==> src/rtl/dmem_bridge.sv <==
// dmem_bridge: turns single-cycle LSU requests into byte-masked 64-bit RAM word
// accesses with optional wait states and misalign / out-of-range reporting.
//
// state  | meaning
// IDLE   | waiting for a request
// WAIT   | counting down wait states before the RAM access
// ACCESS | RAM strobe cycle
// RESP   | ready pulse, result on o_ram_rdata
module dmem_bridge #(
  parameter logic [63:0] BASE    = 64'h0000_0000_8000_0000,
  parameter int          ADDR_W  = 20,
  parameter int          LATENCY = 0
) (
  input  logic              clk,
  input  logic              rst_n,
  input  logic              i_ram_valid,
  input  logic              i_ram_wen,
  input  logic [63:0]       i_ram_addr,
  input  logic [2:0]        i_ram_size,
  input  logic [63:0]       i_ram_wdata,
  output logic              o_ram_ready,
  output logic [63:0]       o_ram_rdata,
  output logic              o_misalign,
  output logic              o_fault,
  output logic              o_mem_en,
  output logic              o_mem_wen,
  output logic [ADDR_W-1:0] o_mem_idx,
  output logic [63:0]       o_mem_wmask,
  output logic [63:0]       o_mem_wdata,
  input  logic [63:0]       i_mem_rdata
);

  typedef enum logic [1:0] {IDLE, WAIT, ACCESS, RESP} state_t;

  localparam logic [3:0] LAT_LOAD = (LATENCY > 0) ? 4'(LATENCY - 1) : 4'd0;

  state_t state_q, state_d;
  logic [3:0]        cnt_q, cnt_d;
  logic              req_wen_q;
  logic [2:0]        req_size_q;
  logic [2:0]        req_off_q;
  logic              mis_q, flt_q;
  logic [63:0]       rdata_q;
  logic [ADDR_W-1:0] mem_idx_q;
  logic [63:0]       wmask_q, wdata_q;

  logic [63:0] req_ofs;
  logic [2:0]  in_off;
  logic        in_mis, in_flt, in_err;
  logic [63:0] resp_rdata;

  function automatic logic [63:0] size_mask(input logic [2:0] size);
    case (size)
      3'd0:    size_mask = 64'h0000_0000_0000_00FF;
      3'd1:    size_mask = 64'h0000_0000_0000_FFFF;
      3'd2:    size_mask = 64'h0000_0000_FFFF_FFFF;
      default: size_mask = '1;
    endcase
  endfunction

  // Checks are computed at capture and registered, so the flags only ever
  // reach the outputs through state-qualified registers.
  always_comb begin
    in_off  = i_ram_addr[2:0];
    req_ofs = i_ram_addr - BASE;
    case (i_ram_size)
      3'd0:    in_mis = 1'b0;
      3'd1:    in_mis = in_off[0];
      3'd2:    in_mis = |in_off[1:0];
      3'd3:    in_mis = |in_off;
      default: in_mis = 1'b1;
    endcase
    in_flt = (i_ram_addr < BASE) || ((req_ofs >> (ADDR_W + 3)) != 64'd0);
    in_err = in_mis | in_flt;
  end

  always_comb begin
    state_d = state_q;
    cnt_d   = cnt_q;
    case (state_q)
      IDLE: begin
        if (i_ram_valid) begin
          if (in_err) begin
            state_d = RESP;
          end else if (LATENCY > 0) begin
            state_d = WAIT;
            cnt_d   = LAT_LOAD;
          end else begin
            state_d = ACCESS;
          end
        end
      end
      WAIT: begin
        if (cnt_q == 4'd0) state_d = ACCESS;
        else               cnt_d   = cnt_q - 4'd1;
      end
      ACCESS:  state_d = RESP;
      RESP:    state_d = IDLE;
      default: state_d = IDLE;
    endcase
  end

  always_ff @(posedge clk) begin
    if (!rst_n) begin
      state_q    <= IDLE;
      cnt_q      <= '0;
      req_wen_q  <= 1'b0;
      req_size_q <= '0;
      req_off_q  <= '0;
      mis_q      <= 1'b0;
      flt_q      <= 1'b0;
      rdata_q    <= '0;
      mem_idx_q  <= '0;
      wmask_q    <= '0;
      wdata_q    <= '0;
    end else begin
      state_q <= state_d;
      cnt_q   <= cnt_d;
      if (state_q == IDLE && i_ram_valid) begin
        req_wen_q  <= i_ram_wen;
        req_size_q <= i_ram_size;
        req_off_q  <= in_off;
        mis_q      <= in_mis;
        flt_q      <= in_flt & ~in_mis;
        if (!in_err) begin
          mem_idx_q <= req_ofs[ADDR_W+2:3];
          wmask_q   <= size_mask(i_ram_size) << {in_off, 3'b000};
          wdata_q   <= i_ram_wdata << {in_off, 3'b000};
        end
      end
      if (state_q == RESP) rdata_q <= resp_rdata;
    end
  end

  // RAM data arrives in RESP, so the load result is steered straight through
  // that cycle and held in rdata_q afterwards.
  always_comb begin
    resp_rdata = '0;
    if (!req_wen_q && !mis_q && !flt_q)
      resp_rdata = (i_mem_rdata >> {req_off_q, 3'b000}) & size_mask(req_size_q);
  end

  assign o_ram_ready = (state_q == RESP);
  assign o_ram_rdata = (state_q == RESP) ? resp_rdata : rdata_q;
  assign o_misalign  = (state_q == RESP) & mis_q;
  assign o_fault     = (state_q == RESP) & flt_q;
  assign o_mem_en    = (state_q == ACCESS);
  assign o_mem_wen   = (state_q == ACCESS) & req_wen_q;
  assign o_mem_idx   = mem_idx_q;
  assign o_mem_wmask = wmask_q;
  assign o_mem_wdata = wdata_q;

endmodule

==> config.mk <==
export PLATFORM = sky130hd
export DESIGN_NAME = dmem_bridge
export DESIGN_NICKNAME = d
export VERILOG_FILES = /design/src/rtl/dmem_bridge.sv
export SDC_FILE = /design/constraint.sdc
export NUM_CORES = 1
export LEC_CHECK = 0
export CORE_MARGIN = 3
export CORE_UTILIZATION = 40
export DETAILED_ROUTE_END_ITERATION = 10
export MAX_ROUTING_LAYER = met4
export PLACE_DENSITY = 0.89
export SLEW_MARGIN = 5
export SYNTH_ARGS = -nofsm -noshare
export SYNTH_HDL_FRONTEND = slang
export SYNTH_SLANG_ARGS = --single-unit
==> constraint.sdc <==
create_clock -name clk -period 3.2 [get_ports clk]
set_input_delay 0.64 -clock clk [delete_from_list [all_inputs] [get_ports clk]]
set_output_delay 0.64 -clock clk [all_outputs]
set_load 0.005 [all_outputs]
==> results of run 1 <==
through the flow:
stage | hold WS (ns) | area [µm²] | worst slack [ns] | std cells
2_1_floorplan | 0.446 | 10200 | -0.0241 | 1306
3_3_place_gp | 0.438 | 14900 | -0.569 | 2000
3_5_place_dp | 0.442 | 14900 | -0.664 | 2000
4_1_cts | 0.453 | 16100 | -0.000461 | 2071
5_1_grt | 0.478 | 16300 | -0.0429 | 2080
6_report | 0.452 | 16300 | 0.0301 | 2080
where the power goes:
part           switching [W]  internal (W)  leakage [nW]
logic               0.000629      0.000610          5.04
registers          0.0000173       0.00215          1.38
clock network        0.00105       0.00105         0.283
total                0.00170       0.00380          6.70
critical path: cells and delay by family:
family / cells / cell delay [ns]
muxes: 1 / 0.12
buffers and inverters: 3 / 1.25
and+or+nand+nor: 1 / 0.05
AOI/OAI and AO/OA: 3 / 0.47
layout by cell type (no fill, tap or decap), types with 6 or more instances in the layout:
cell / instances
sky130_fd_sc_hd__o21ai_2: 10
sky130_fd_sc_hd__o21ai_0: 61
sky130_fd_sc_hd__inv_8: 6
sky130_fd_sc_hd__mux2i_1: 93
sky130_fd_sc_hd__clkbuf_16: 17
sky130_fd_sc_hd__clkdlybuf4s50_1: 347
sky130_fd_sc_hd__a21boi_1: 45
sky130_fd_sc_hd__mux2_2: 41
sky130_fd_sc_hd__buf_12: 17
sky130_fd_sc_hd__buf_2: 7
sky130_fd_sc_hd__nor2_1: 60
sky130_fd_sc_hd__inv_1: 11
sky130_fd_sc_hd__nand2_1: 275
sky130_fd_sc_hd__nand3_1: 34
sky130_fd_sc_hd__nand2b_1: 10
sky130_fd_sc_hd__buf_6: 11
sky130_fd_sc_hd__a211oi_1: 21
sky130_fd_sc_hd__and2_1: 71
sky130_fd_sc_hd__a32oi_1: 10
sky130_fd_sc_hd__dfxtp_1: 167
sky130_fd_sc_hd__o21ai_1: 23
sky130_fd_sc_hd__a21oi_1: 56
sky130_fd_sc_hd__a22o_1: 38
sky130_fd_sc_hd__dlymetal6s2s_1: 25
sky130_fd_sc_hd__dlygate4sd2_1: 26
sky130_fd_sc_hd__a21boi_0: 13
sky130_fd_sc_hd__nor2b_1: 14
sky130_fd_sc_hd__nor3_1: 7
sky130_fd_sc_hd__buf_4: 127
metal layers:
layer,up-vias,track usage
met5,-,-
met3,109,0.0693
met2,661,0.523
met1,5475,0.357
met4,0,0.141
li1,5325,-
how the worst max path moves through the flow:
stage / from / end / slack [ns] / cells past startpoint
after floorplan: i_ram_addr[43] / o_mem_wdata[23] / -0.02 / 8
after global placement: i_ram_addr[43] / o_mem_idx[2] / -0.57 / 10
after detailed placement: i_ram_addr[43] / o_mem_idx[0] / -0.66 / 10
after CTS: flt_q / o_ram_rdata[26] / -0.0005 / 5
after global routing: req_off_q[1] / o_ram_rdata[19] / -0.04 / 7
final: i_mem_rdata[43] / o_ram_rdata[11] / 0.03 / 8
flip-flops by register name, summed over array words and instances, names as in the netlist:
signal / count
o_mem_idx: 20
req_off_q: 3
flt_q: 1
req_wen_q: 1
rdata_q: 64
cnt_q: 4
req_size_q: 3
state_q: 2
o_mem_wmask: 8
o_mem_wdata: 64
mis_q: 1
area by class of cell:
| class | instances | area (µm²) |
|---|---|---|
| inverter | 12 | 45.0 |
| clock inverter | 15 | 149 |
| fill | 2051 | 8350 |
| clock buffer | 17 | 425 |
| multi-input combinational | 964 | 6100 |
| tap | 324 | 405 |
| sequential | 171 | 3440 |
| timing repair buffer | 577 | 5760 |
synth_stat cells (all sizes together) (2+ instances only):
| library cell | count |
|---|---|
| nand2 | 280 |
| mux2 | 41 |
| mux2i | 99 |
| o211ai | 3 |
| nor3b | 2 |
| nand3 | 35 |
| o31ai | 2 |
| or4 | 5 |
| nor3 | 8 |
| nand3b | 5 |
| buf | 83 |
| nor4b | 2 |
| inv | 11 |
| and3 | 3 |
| a22o | 40 |
| a31oi | 2 |
| nor4 | 6 |
| nor2 | 61 |
| o22ai | 5 |
| nor2b | 16 |
| and2 | 71 |
| a32oi | 10 |
| a21oi | 58 |
| a21boi | 59 |
| nand4 | 2 |
| clkbuf | 76 |
| dfxtp | 171 |
| o21ai | 94 |
| a211oi | 28 |
| nand2b | 10 |
| xnor2 | 3 |
| o211a | 3 |
kinds of logic after synthesis:
kind of cell    Yosys count  share of synthesized area
simple gates            509                      0.229
flops                   171                      0.336
compound gates          311                      0.200
mux                     140                      0.143
xor+xnor                  3                    0.00258
fa+ha+maj                 1                    0.00123
buf+inv                 171                     0.0884
timing repair:
item                       in CTS  in global routing
cloned                          9                  0
setup endpoints to repair     151                113
buffers inserted               31                 10
resized for setup             122                 78
pin swaps                      35                 17
==> summary by stage, run 1 <==
Routing
In this run the top signal layer used is met4. The first routing iteration left 964 violations. After detailed routing, the wire length on met1 is 16,400 µm. For this run, design rule violations remaining after detail routing come to 0. The first TritonRoute pass finished after 5 iterations. Wire segments on met3 add up to 4000 µm in the final route. The routed wirelength normalized by instance count is 21.0 µm. In the detailed route, the total length drawn on met2 is 21,200 µm.

The post-detailed-route count of antenna-violating nets is 0. The routed wire length is 43,700 µm. The via count is 11,600. In the routed layout, each cell is associated on average with a via count of 5.56.

Critical path
The worst setup path is of the input port to output port kind. For this run, the slowest stage of the critical path takes 0.58 ns. The worst register-to-register path has a setup slack of 1.02 ns.

Counting stages on the worst path, the most repeated cell is sky130_fd_sc_hd__clkdlybuf4s50_1. STA puts the critical path data required time at 2.56 ns. The number of cells traversed by the worst register-to-register path is 12. The worst setup path is launched from an input port. Data arrives at the worst endpoint at 2.53 ns. The critical path's slowest cell is sky130_fd_sc_hd__clkdlybuf4s50_1. Of all nets on the critical path, the largest fanout is 3.

The worst reg2reg path endpoint is o_mem_idx[19]. The signal on the critical path passes through clkdlybuf4s50_1 > mux2i_1 > o21ai_2 > buf_4 > nand2_1 > o21ai_0 > a22o_1 > clkdlybuf4s50_1. The worst setup path is captured at an output port. The source of the worst register-to-register timing path is state_q[1].

Die
The number of placement rows is 57. The floorplan step set the die width to 166 µm. Pin placement for this block handled 416 I/O pins.

The vertical die dimension is 166 µm. The die outline area is 27,400 µm². The effective utilization at floorplan is 0.412. After floorplanning, the core was sized to cover 24,700 µm².

Layout
At the end of the flow the core is filled with cells to 0.661. The share of cells above drive strength 1 is 0.169. Relative to the synthesized area, the layout overhead comes to 60.4%. The antenna diode count is 0.

The number of nets in the final layout is 1,943.

Synthesis
The top flip-flop cell by instance count after synthesis is sky130_fd_sc_hd__dfxtp_1. In this run, synthesis inferred 0 flip-flops with an integrated enable. In this run the mean area of a mapped cell was 7.79 µm². After synthesis, the share of flip-flops with an asynchronous set or reset is 0. By area the synthesized netlist is led by sky130_fd_sc_hd__dfxtp_1 (34%), sky130_fd_sc_hd__nand2_1 (10%), sky130_fd_sc_hd__mux2i_1 (9.7%), sky130_fd_sc_hd__buf_4 (4.6%), sky130_fd_sc_hd__o21ai_0 (4.6%).

The number of standard cells after synthesis is 1,306. Of the post-synthesis cell area, the dominant cell type holds 0.336. The synthesized netlist contains 52 unique library cells. The count of yosys warnings during synthesis is 0.

The number of nets in the synthesized netlist is 1,506. The share of the Yosys chip area taken by registers is 0.336. The synthesized design contains 171 register bits.

The cell area after synthesis is 10,200 µm². The synthesized design spends more area on one cell type than any other, namely sky130_fd_sc_hd__dfxtp_1.

Clock tree
The quantity of hold-fixing buffers added after cts is 0. The deepest clock path buffer count is 2. The H-tree was split into 4 levels. The clock tree root driver cell is sky130_fd_sc_hd__clkbuf_16. Clock-pin slew was measured on the worst setup and hold paths at 0.09 ns. The clock latency reported for the late side of the worst-skew pair is 0.44 ns.

The clock tree from TritonCTS is done. The number of sinks driven by the clock tree is 171. Buffers inserted during clock tree synthesis total 17.

STA
The number of endpoints failing setup at the final stage is 0. The hold violation count in the final report is 0. The number of pins exceeding their max-slew limit in the final report is 0. Setup repair after global routing could not meet its margin everywhere.

The clock period minus final worst setup slack is 3.17 ns. The actual transition at the worst max-transition pin is 0.905 ns. The post-route setup TNS is 0 ns. The maximum operating frequency is 0.315 GHz.

Measured against its own limit, the worst slew margin works out to 0.392. Clock skew on the completed layout was measured at 0.0202 ns. Dividing the final minimum period by the clock period gives 0.991.

Placement
During placement, the flow inserted port buffers numbering 415. After legalization and detailed placement, the total HPWL measured 31,300 µm. The final estimated routing congestion in global placement is 1.02.

Hold path
The worst hold path passes through 2 cells. The startpoint of the lowest-slack hold path is o_mem_wdata[1]. The endpoint with the worst hold slack is o_mem_wdata[1]. The classification of the worst-slack hold path is register to register.

Power and ir drop
The worst ir drop on vdd is 228 µV. For this design the static power due to leakage is 6.70 nW. The overall power is 0.00550 W. For this design the ratio of total power to cell area is 337 nW/µm².

GRT
The overall track demand over capacity in global routing is 0.312. The global-route wire length before repair is 63,800 µm. The sum of overflow across all layers after global routing is 0. The number of global-route vias before repair came to 11,300. Entering global routing, the biggest net connects 88 pins. The initial antenna violation count was 0.

Status
The run finished with clean final reports.

Job
Max-cap violations in this run came to 0.
Power figures use the tool's default switching activity.
==> run 2: changes to the inputs <==
SLEW_MARGIN = 20   (was 5)
==> results of run 2 <==
Final layout, timing and power as in run 1 (identical DEF).
==> run 3: changes to the inputs <==
CELL_PAD_IN_SITES_DETAIL_PLACEMENT = 0   (was unset)
CELL_PAD_IN_SITES_GLOBAL_PLACEMENT = 1   (was unset)
CORE_UTILIZATION = 28   (was 40)
TNS_END_PERCENT = 20   (was unset)
==> summary by stage, run 3 (same netlist as run 1, synthesis figures left out) <==
Critical path
The required arrival time at the worst endpoint is 2.56 ns. Across all register-to-register paths, the minimum setup slack is 1.09 ns. The source of the worst register-to-register timing path is flt_q.

The number of cells traversed by the worst register-to-register path is 9. The critical path start-end classification is register to output port. The signal arrival time at the worst endpoint is 2.54 ns. The startpoint class of the critical path is a register.

The worst setup path is captured at an output port. The worst register-to-register path ends at rdata_q[56]. The worst-path maximum fanout is 4.

Clock tree
The clock tree from TritonCTS is done. The deepest clock path buffer count is 2. Clock-pin slew was measured on the worst setup and hold paths at 0.07 ns. The number of clock buffers added by TritonCTS is 17. The later pin in the worst-skew pair is clocked with a latency of 0.44 ns. The tree is rooted in a sky130_fd_sc_hd__clkbuf_16.

The number of sinks driven by the clock tree is 171. The deepest level of the CTS H-tree is 4. The quantity of hold-fixing buffers added after cts is 0.

Routing
After detailed routing, the number of remaining DRC violations is 0. The via density per instance is 5.07. The violation count after the first detailed-routing iteration is 771. The detail route stage leaves a number of antenna-violating nets equal to 0. The number of iterations in the first detailed-routing pass is 6. Across all layers, the routed design uses 11,200 vias. The routed wirelength normalized by instance count is 20.6 µm. The routed wire length is 45,600 µm.

Hold path
The cell count of the worst hold path is 2. The startpoint identified for the worst hold timing path is o_mem_wdata[14]. The min-delay analysis places its worst path in the category register to register. For hold timing, the worst endpoint is o_mem_wdata[14].

Die
The horizontal die dimension is 197 µm. For this configuration, the core starts out at a cell density of 0.285. Row generation in the floorplan step produced 69 rows.

The boundary pin count is 416. The vertical die dimension is 197 µm. The placeable core region is 35,700 µm².

The floorplan step defined a die boundary enclosing 38,700 µm².

Placement
The final estimated routing congestion in global placement is 0.953. During placement, the flow inserted port buffers numbering 415. Before CTS, the worst setup slack after placement is -0.580 ns. After legalization and detailed placement, the total HPWL measured 32,800 µm.

STA
Static timing analysis puts the maximum clock frequency at 0.314 GHz. The final critical-path share of the clock period is 0.994. The number of pins exceeding their max-slew limit in the final report is 0.

At the pin with the least slew margin, the transition time is 0.903 ns. For the final database, setup skew stands at 0.0136 ns. Setup repair after global routing could not meet its margin everywhere. The clock period minus final worst setup slack is 3.18 ns. The worst-case setup margin in the final layout is 0.0182 ns. The relative slew slack is 0.398.

The hold violation count in the final report was 0. The number of endpoints failing setup at the final stage is 0.

GRT
After global routing the overflow that remains totals 0. The initial antenna violation count is 0. The global-route wire length before repair is 63,900 µm. In the global route stage, overall resource usage came out at 0.220. The number of global-route vias before repair was 10,800. Entering global routing, the biggest net connects 101 pins.

Layout
The repair_antennas step left the layout with diodes totalling 0. The register area is 3430 µm². The number of nets in the final layout is 1,937. In the layout the commonest cells are sky130_fd_sc_hd__clkdlybuf4s50_1 (341), sky130_fd_sc_hd__nand2_1 (277), sky130_fd_sc_hd__dfxtp_1 (167).

The share of cells above drive strength 1 is 0.155. The most common cell after layout, fill and taps aside is sky130_fd_sc_hd__clkdlybuf4s50_1. The count of fill cells added during filler insertion is 3,507. Relative to the synthesized area, the layout overhead comes to 59.0%. At the end of the flow the core is filled with cells to 0.454.

The multi-input logic area is 6030 µm².

Power and ir drop
The power density relative to cell area is 333 nW/µm². The overall power is 0.00539 W. The worst ir drop on vdd is 353 µV. Summed over all cells, the static leakage comes to 6.56 nW.

Status
The run finished with clean final reports.

Job
Across the run, the number of max-cap violations was 0.
## run 3: per-stage QoR
step                hold slack [ns]  area (µm²)  setup TNS (ns)  std cells
CTS                           0.451       15800          -0.611       2187
floorplan                     0.446       10200          -0.687       1306
detailed placement            0.442       15000          -50.29       2141
global placement              0.435       15000          -46.46       2141
finish                        0.449       16200               0       2211
global route                  0.469       16200          -0.194       2211
## run 3: area by class of cell
cell class | instances | share of cell area
flip-flops and latches | 171 | 0.212
well taps | 461 | 0.0356
clock inverters | 12 | 0.00564
clock buffers | 20 | 0.0276
repair buffers | 571 | 0.344
multi-input cells | 964 | 0.372
inverters | 12 | 0.00301
## run 3: how the worst max path moves through the flow
| stage | startpoint | end | slack, ns | cells after the start |
|---|---|---|---|---|
| 2_1_floorplan | i_ram_addr[43] | o_mem_wdata[23] | -0.04 | 8 |
| 3_3_place_gp | i_ram_addr[43] | o_mem_wmask[39] | -0.52 | 10 |
| 3_5_place_dp | i_ram_addr[43] | o_mem_wdata[19] | -0.58 | 10 |
| 4_1_cts | flt_q | o_ram_rdata[56] | -0.09 | 9 |
| 5_1_grt | req_off_q[2] | o_ram_rdata[24] | -0.08 | 6 |
| 6_report | flt_q | o_ram_rdata[58] | 0.02 | 8 |
## run 3: power breakdown
part / switching [W] / internal (W) / total (W)
sequential: 0.0000203 / 0.00215 / 0.00217
combinational: 0.000620 / 0.000604 / 0.00122
clock: 0.000971 / 0.00103 / 0.00200
total: 0.00161 / 0.00378 / 0.00539
## run 3: per-layer routing
layer  global-route usage  wire, µm  part of all wire
met5                    -         0                 0
met4                0.101      1960             0.043
met3               0.0533      3920             0.086
met2                0.365     21800              0.48
met1                0.253     17900              0.39
## run 3: timing repair
item                                    CTS  global route
gates resized for setup                  95            70
pin swaps                                14            15
cloned                                    1            11
endpoints found under the setup margin  155           115
buffers inserted                         13            13
## run 3: worst max-delay path: stages, from the launching register on
cell and delay, ns:
sky130_fd_sc_hd__dfxtp_2 0.33, sky130_fd_sc_hd__or4_4 0.57, sky130_fd_sc_hd__nor4_4 0.22, sky130_fd_sc_hd__buf_4 0.18, sky130_fd_sc_hd__nor2b_1 0.13, sky130_fd_sc_hd__buf_4 0.15, sky130_fd_sc_hd__buf_4 0.13, sky130_fd_sc_hd__a22o_1 0.15
sky130_fd_sc_hd__dlygate4sd2_1 0.24
